### src/rtl/instr_decode.sv
// rtl/instr_decode.sv - instruction register, field decode and four-cycle issue sequencer
// Optional condition-code evaluation at accept is enabled by defining COND_CHECK_EN.
module instr_decode (
  input  logic        CLOCK_50,
  input  logic        RESET,
  input  logic        instr_valid,
  input  logic [31:0] instr,
  output logic        instr_ready,
  input  logic [3:0]  flags,
  output logic [2:0]  CTRL_select,
  output logic [4:0]  IR_shamt5,
  output logic [3:0]  IR_rot,
  output logic [1:0]  IR_sh,
  output logic        IR_4th,
  output logic [23:0] IR_imm,
  output logic [3:0]  ra_n,
  output logic [3:0]  ra_d,
  output logic [3:0]  ra_s,
  output logic [3:0]  ra_m,
  output logic        op_valid,
  output logic        illegal,
  output logic        op_skipped
);

  typedef enum logic [2:0] {
    S_IDLE = 3'd0,
    S_RD   = 3'd1,
    S_SH   = 3'd2,
    S_OUT  = 3'd3,
    S_ERR  = 3'd4
  } state_t;

  state_t      state, state_nxt;
  logic [31:0] ir;
  logic        skip, skip_nxt;
  logic        accept;
  logic        sel_legal;
  logic        cond_pass;

  assign accept = instr_valid & instr_ready;

  always_comb begin
    sel_legal = 1'b1;
    case (instr[27:25])
      3'b100, 3'b110, 3'b111: sel_legal = 1'b0;
      default:                sel_legal = 1'b1;
    endcase
  end

`ifdef COND_CHECK_EN
  function automatic logic cond_ok(input logic [3:0] cc, input logic [3:0] nzcv);
    logic n, z, c, v;
    {n, z, c, v} = nzcv;
    case (cc)
      4'h0:    cond_ok = z;
      4'h1:    cond_ok = !z;
      4'h2:    cond_ok = c;
      4'h3:    cond_ok = !c;
      4'h4:    cond_ok = n;
      4'h5:    cond_ok = !n;
      4'h6:    cond_ok = v;
      4'h7:    cond_ok = !v;
      4'h8:    cond_ok = c && !z;
      4'h9:    cond_ok = !c || z;
      4'hA:    cond_ok = (n == v);
      4'hB:    cond_ok = (n != v);
      4'hC:    cond_ok = !z && (n == v);
      4'hD:    cond_ok = z || (n != v);
      default: cond_ok = 1'b1;
    endcase
  endfunction

  assign cond_pass = cond_ok(instr[31:28], flags);

  // The condition nibble is consumed at accept time, so the latched copy is never read.
  logic unused_bits;
  assign unused_bits = ^ir[31:28];
`else
  assign cond_pass = 1'b1;

  logic unused_bits;
  assign unused_bits = ^{flags, ir[31:28]};
`endif

  always_ff @(posedge CLOCK_50) begin
    if (RESET) begin
      ir <= 32'd0;
    end else if (accept) begin
      ir <= instr;
    end
  end

  always_ff @(posedge CLOCK_50) begin
    if (RESET) begin
      state <= S_IDLE;
      skip  <= 1'b0;
    end else begin
      state <= state_nxt;
      skip  <= skip_nxt;
    end
  end

  always_comb begin
    state_nxt   = state;
    skip_nxt    = skip;
    instr_ready = 1'b0;
    op_valid    = 1'b0;
    illegal     = 1'b0;
    op_skipped  = 1'b0;
    case (state)
      S_IDLE: begin
        instr_ready = 1'b1;
        skip_nxt    = 1'b0;
        if (accept) begin
          // Illegal select wins over a failed condition.
          if (!sel_legal) begin
            state_nxt = S_ERR;
          end else begin
            state_nxt = S_RD;
            skip_nxt  = !cond_pass;
          end
        end
      end
      S_RD: begin
        if (skip) begin
          op_skipped = 1'b1;
          skip_nxt   = 1'b0;
          state_nxt  = S_IDLE;
        end else begin
          state_nxt  = S_SH;
        end
      end
      S_SH: begin
        state_nxt = S_OUT;
      end
      S_OUT: begin
        op_valid  = 1'b1;
        state_nxt = S_IDLE;
      end
      S_ERR: begin
        illegal   = 1'b1;
        state_nxt = S_IDLE;
      end
      default: begin
        state_nxt = S_IDLE;
        skip_nxt  = 1'b0;
      end
    endcase
  end

  assign CTRL_select = ir[27:25];
  assign IR_shamt5   = ir[11:7];
  assign IR_rot      = ir[11:8];
  assign IR_sh       = ir[6:5];
  assign IR_4th      = ir[4];
  assign IR_imm      = ir[23:0];
  assign ra_n        = ir[19:16];
  assign ra_d        = ir[15:12];
  assign ra_s        = ir[11:8];
  assign ra_m        = ir[3:0];

endmodule

### config.mk
export PLATFORM = sky130hd
export DESIGN_NAME = instr_decode
export DESIGN_NICKNAME = d
export VERILOG_FILES = /design/src/rtl/instr_decode.sv
export SDC_FILE = /design/constraint.sdc
export NUM_CORES = 1
export LEC_CHECK = 0
export BUFFER_PORTS_ARGS = -buffer_cell sky130_fd_sc_hd__buf_2
export CAP_MARGIN = 20
export CORE_UTILIZATION = 43
export DETAILED_ROUTE_END_ITERATION = 8
export GPL_TIMING_DRIVEN = 0
export PLACE_DENSITY = 0.84
export SLEW_MARGIN = 20
export SYNTH_ARGS = -nofsm -noshare
export SYNTH_HDL_FRONTEND = slang
export SYNTH_SLANG_ARGS = --single-unit
### constraint.sdc
create_clock -name CLOCK_50 -period 4.4 [get_ports CLOCK_50]
set_input_delay 0.88 -clock CLOCK_50 [delete_from_list [all_inputs] [get_ports CLOCK_50]]
set_output_delay 0.88 -clock CLOCK_50 [all_outputs]
set_load 0.01 [all_outputs]
Word-level counts from Yosys, hierarchy flattened
Index checks and enable logic that the tools add are counted.

Mux-type cells: 6. Reductions and logical operators: 2. Bitwise operators: 1. Eq/ne operators: 8.

Operators with widths (count): $eq A3 B3 Y1 const B (4); $pmux W3 S3 (1); $eq A3 B2 Y1 const B (2); $mux W3 (2); $eq A3 B1 Y1 const B (1); $logic_not A3 Y1 (1); $mux W1 (3); $reduce_or A3 Y1 (1); $ne A2 B2 Y1 const B (1); $and A1 B1 Y1 (1).

Word-level logic and storage cells: 19. Output and inout port bits: 59. Input port bits: 39. Flip-flop bits (word level): 31.

Logic depth before layout (Yosys ltp)
Depth in word-level cells: 5. Depth in mapped cells: 6.

Worst setup path after synthesis
Ideal clock, no wire load.

Path kind: input-to-reg. From: in instr_valid. To: reg ir[18]. Setup slack: 2.571 ns. Cell stages on the path: 5. Arrival: 1.697 ns. Buffers on the path: 2. Data required time: 4.268 ns. Path through: or4b_1 > buf_6 > buf_8 > nand2_1 > a21oi_1.

Longest elaborated chain between the ends: 1.

RTL lines: start: declaration (line 6) `input logic instr_valid,`; $and A1 B1 Y1 (line 40) `assign accept = instr_valid & instr_ready;`; end signal: assignment (line 89) `ir <= instr;`; end: declaration (line 34) `logic [31:0] ir;`.

No other way between the ends. A chain may end at the register's enable or synchronous reset.

Worst setup path in the final report
From: reg state[2]. To: out illegal.

Longest elaborated chain between the ends: 2.

RTL lines: start: declaration (line 33) `state_t state, state_nxt;`; start signal: assignment (line 98) `state <= state_nxt;`; $eq A3 B3 Y1 (line 110) `case (state)`; $mux W1 (line 110); end: declaration (line 21) `output logic illegal,`.

No other way between the ends.

==> impl_metrics.toml <==
[run_status]
run_status = "completed"

[setup_path]
cp.depth = 2
crit_path_start_kind = "register"
highest_delay_cell_along_the_critical_path = "dfxtp_1"
crit_path_end_kind = "output port"
critical-path-top-delay-family = "flip-flops"
critical_path.max_stage_delay_ns = 0.47
worst-path-max-fanout = 7
critPathBufInv = 1
path_cells = "nor3b_1 > buf_2"
worst-endpoint-arrival_ns = 1.14
worst-r2r-cell-count = 6
critical_path_required_ns = 3.52
timing_worst_setup_path_type = "register to output port"

[logic_synthesis]
cell_taking_the_most_area_after_synthesis = "dfxtp_1"
ys_dominant_reg_cell = "dfxtp_1"
netlist_top_cells_area = "dfxtp_1, buf_4, nand2_1"
mapped_cells = 165
avgSynthCellArea_um2 = 8.23
postSynth.asyncResetShare_pct = 0
netlist.area_leader.share_pct = 44.2
synth.most_common_cell = "nand2_1"
post_synth_num_cell_types = 20
synth_seq_cells = 30
synth_common_cells = "nand2_1, dfxtp_1, buf_4, a21oi_1, buf_6"
fraction_of_the_yosys_area_taken_by_sequential_cells_pct = 44.2
synthesis.area_um2 = 1360
synth_enable_flop_cells = 0
syn-num-nets = 204
yosys_warning_count = 0

[sta]
post-route-worst-setup-slack_ns = 2.38
setup_viol = 0
timing.hold.ws_ns = 0.454
max_freq_mhz = 495
max_slew_margin_pct = 60.4
totalNegativeSetupSlack_ns = 0
timing.clock.skew_ns = 0.00716
timing.final.max_slew_violations = 0
finalWorstPathRequiredPeriod_ns = 2.02
worstMarginPinSlew_ns = 0.592
rsz0062_at_grt = "no"
number_of_hold_slack_violations_in_the_final_timing_report = 0
finalCritPeriodShare_pct = 45.9

[job]
maxCapViolCount = 0

[clock_tree]
cts_resized = 0
cts-hold-fix-buffers = 0
clock_tree.buffer_depth = 2
cts_root_buf = "clkbuf_4"
cts_made_buffers = 5
cts_max_level = 2
cts_tree = "yes"
sinks_on_the_clock_net = 30
cts_post_setup_buffers_inserted = 0
clk_pin_slew_worst_paths_ns = 0.09
clkLatencyLatePin_ns = 0.30

[grt]
grt_use_total_pct = 16.8
grt_first_pass_wirelength_um = 4380
grt_start_max_net_pins = 11
first_global_vias = 1023
grt_overflow_total = 0
antenna_found_initial = 0

[power_and_ir_drop]
power_leakage_nw = 1.03
vdd.ir_drop.worst_uv = 191
power.density_nw_per_um2 = 336
design_power_total_mw = 0.635

[routing]
routed_wirelength_um = 2780
drt_iter0_drc = 29
route.detailed.vias_per_inst = 4.17
wl_per_cell_um = 9.21
vias = 1259
antenna_violating_nets_post_route = 0
detailedRoute.firstPassIterationCount = 4
drc_errors = 0

[placement]
detailedPlacementHpwl_um = 2150
dpl_worst_slack_ns = 2.36
numPortBuffers = 86
place_congestion = 0.704

[cells_and_area]
drive_above_1_share_pct = 50.8
area.growth.synth_to_final_pct = 39.1
design.final.nets = 297
ant_diodes = 0

[floorplanning]
die_width_um = 58.2
die_area_um2 = 3390
top_level_i_o_count = 98
start_util_pct = 44.8
floorplan.rows = 20
die_y_um = 58.2
std_cell_core_area_um2 = 3030

[min_path]
worst_hold_path_stage_count = 2
holdCritPathClass = "register to register"
## per-layer routing
layer	share of wire, %	track usage [%]
met1	44	19.8
met2	49	29.4
met4	0	4.08
met5	0	0
met3	7.1	5.36
## cell type report
type / count / area, µm²
repair buffers: 86 / 430
flip-flops and latches: 30 / 601
multi-input cells: 96 / 452
plain buffers: 39 / 305
well taps: 44 / 55.1
clock buffers: 7 / 45.0
fillers: 298 / 1140
## final timing paths
check,from,end,slack [ns]
max,state[2]$_SDFFE_PP0P_,illegal,2.38
min,ir[23]$_SDFFE_PP0P_,ir[23]$_SDFFE_PP0P_,0.45
max reg2reg,state[0]$_SDFFE_PP0P_,ir[21]$_SDFFE_PP0P_,2.86
min reg2reg,ir[23]$_SDFFE_PP0P_,ir[23]$_SDFFE_PP0P_,0.45
## cell usage in the layout (no fill, tap or decap)
master	n
a21boi_0	1
a21oi_1	27
buf_2	87
buf_4	29
buf_6	5
buf_8	1
clkbuf_1	5
clkbuf_4	5
conb_1	1
dfxtp_1	30
nand2_1	52
nand2_2	3
nand2b_1	1
nand3_1	1
nor2_1	2
nor3_1	3
nor3b_1	1
nor4b_4	1
o21a_1	1
or4b_1	1
xnor2_1	1
## stage by stage
stage	instances	area [µm²]	utilization [%]
2_1_floorplan	165	1360	-
3_3_place_gp	295	1840	60.9
3_5_place_dp	295	1840	60.9
4_1_cts	302	1890	62.4
5_1_grt	302	1890	62.4
6_report	302	1890	62.4
## logic make-up after synthesis
group | synth area share, %
AND/OR/NAND/NOR | 21.3
flip-flops | 44.2
AO/OA/AOI/OAI | 11.1
XOR/XNOR | 0.645
buffers and inverters | 22.5
other | 0.276
## tightest hold or removal path, stage by stage, from the launching register on
cell and delay [ns]:
dfxtp_1 0.31, nand2_1 0.05, a21oi_1 0.05
## where the power goes
part           internal [mW]  total, mW  switching [mW]
combinational         0.0949      0.183          0.0886
sequential             0.294      0.309          0.0153
clock                 0.0601      0.142          0.0819
total                  0.449      0.635           0.186
## registers in the layout (all words and copies together) (netlist names)
signal	flops
ir	27
state	3
Power figures use the tool's default switching activity.
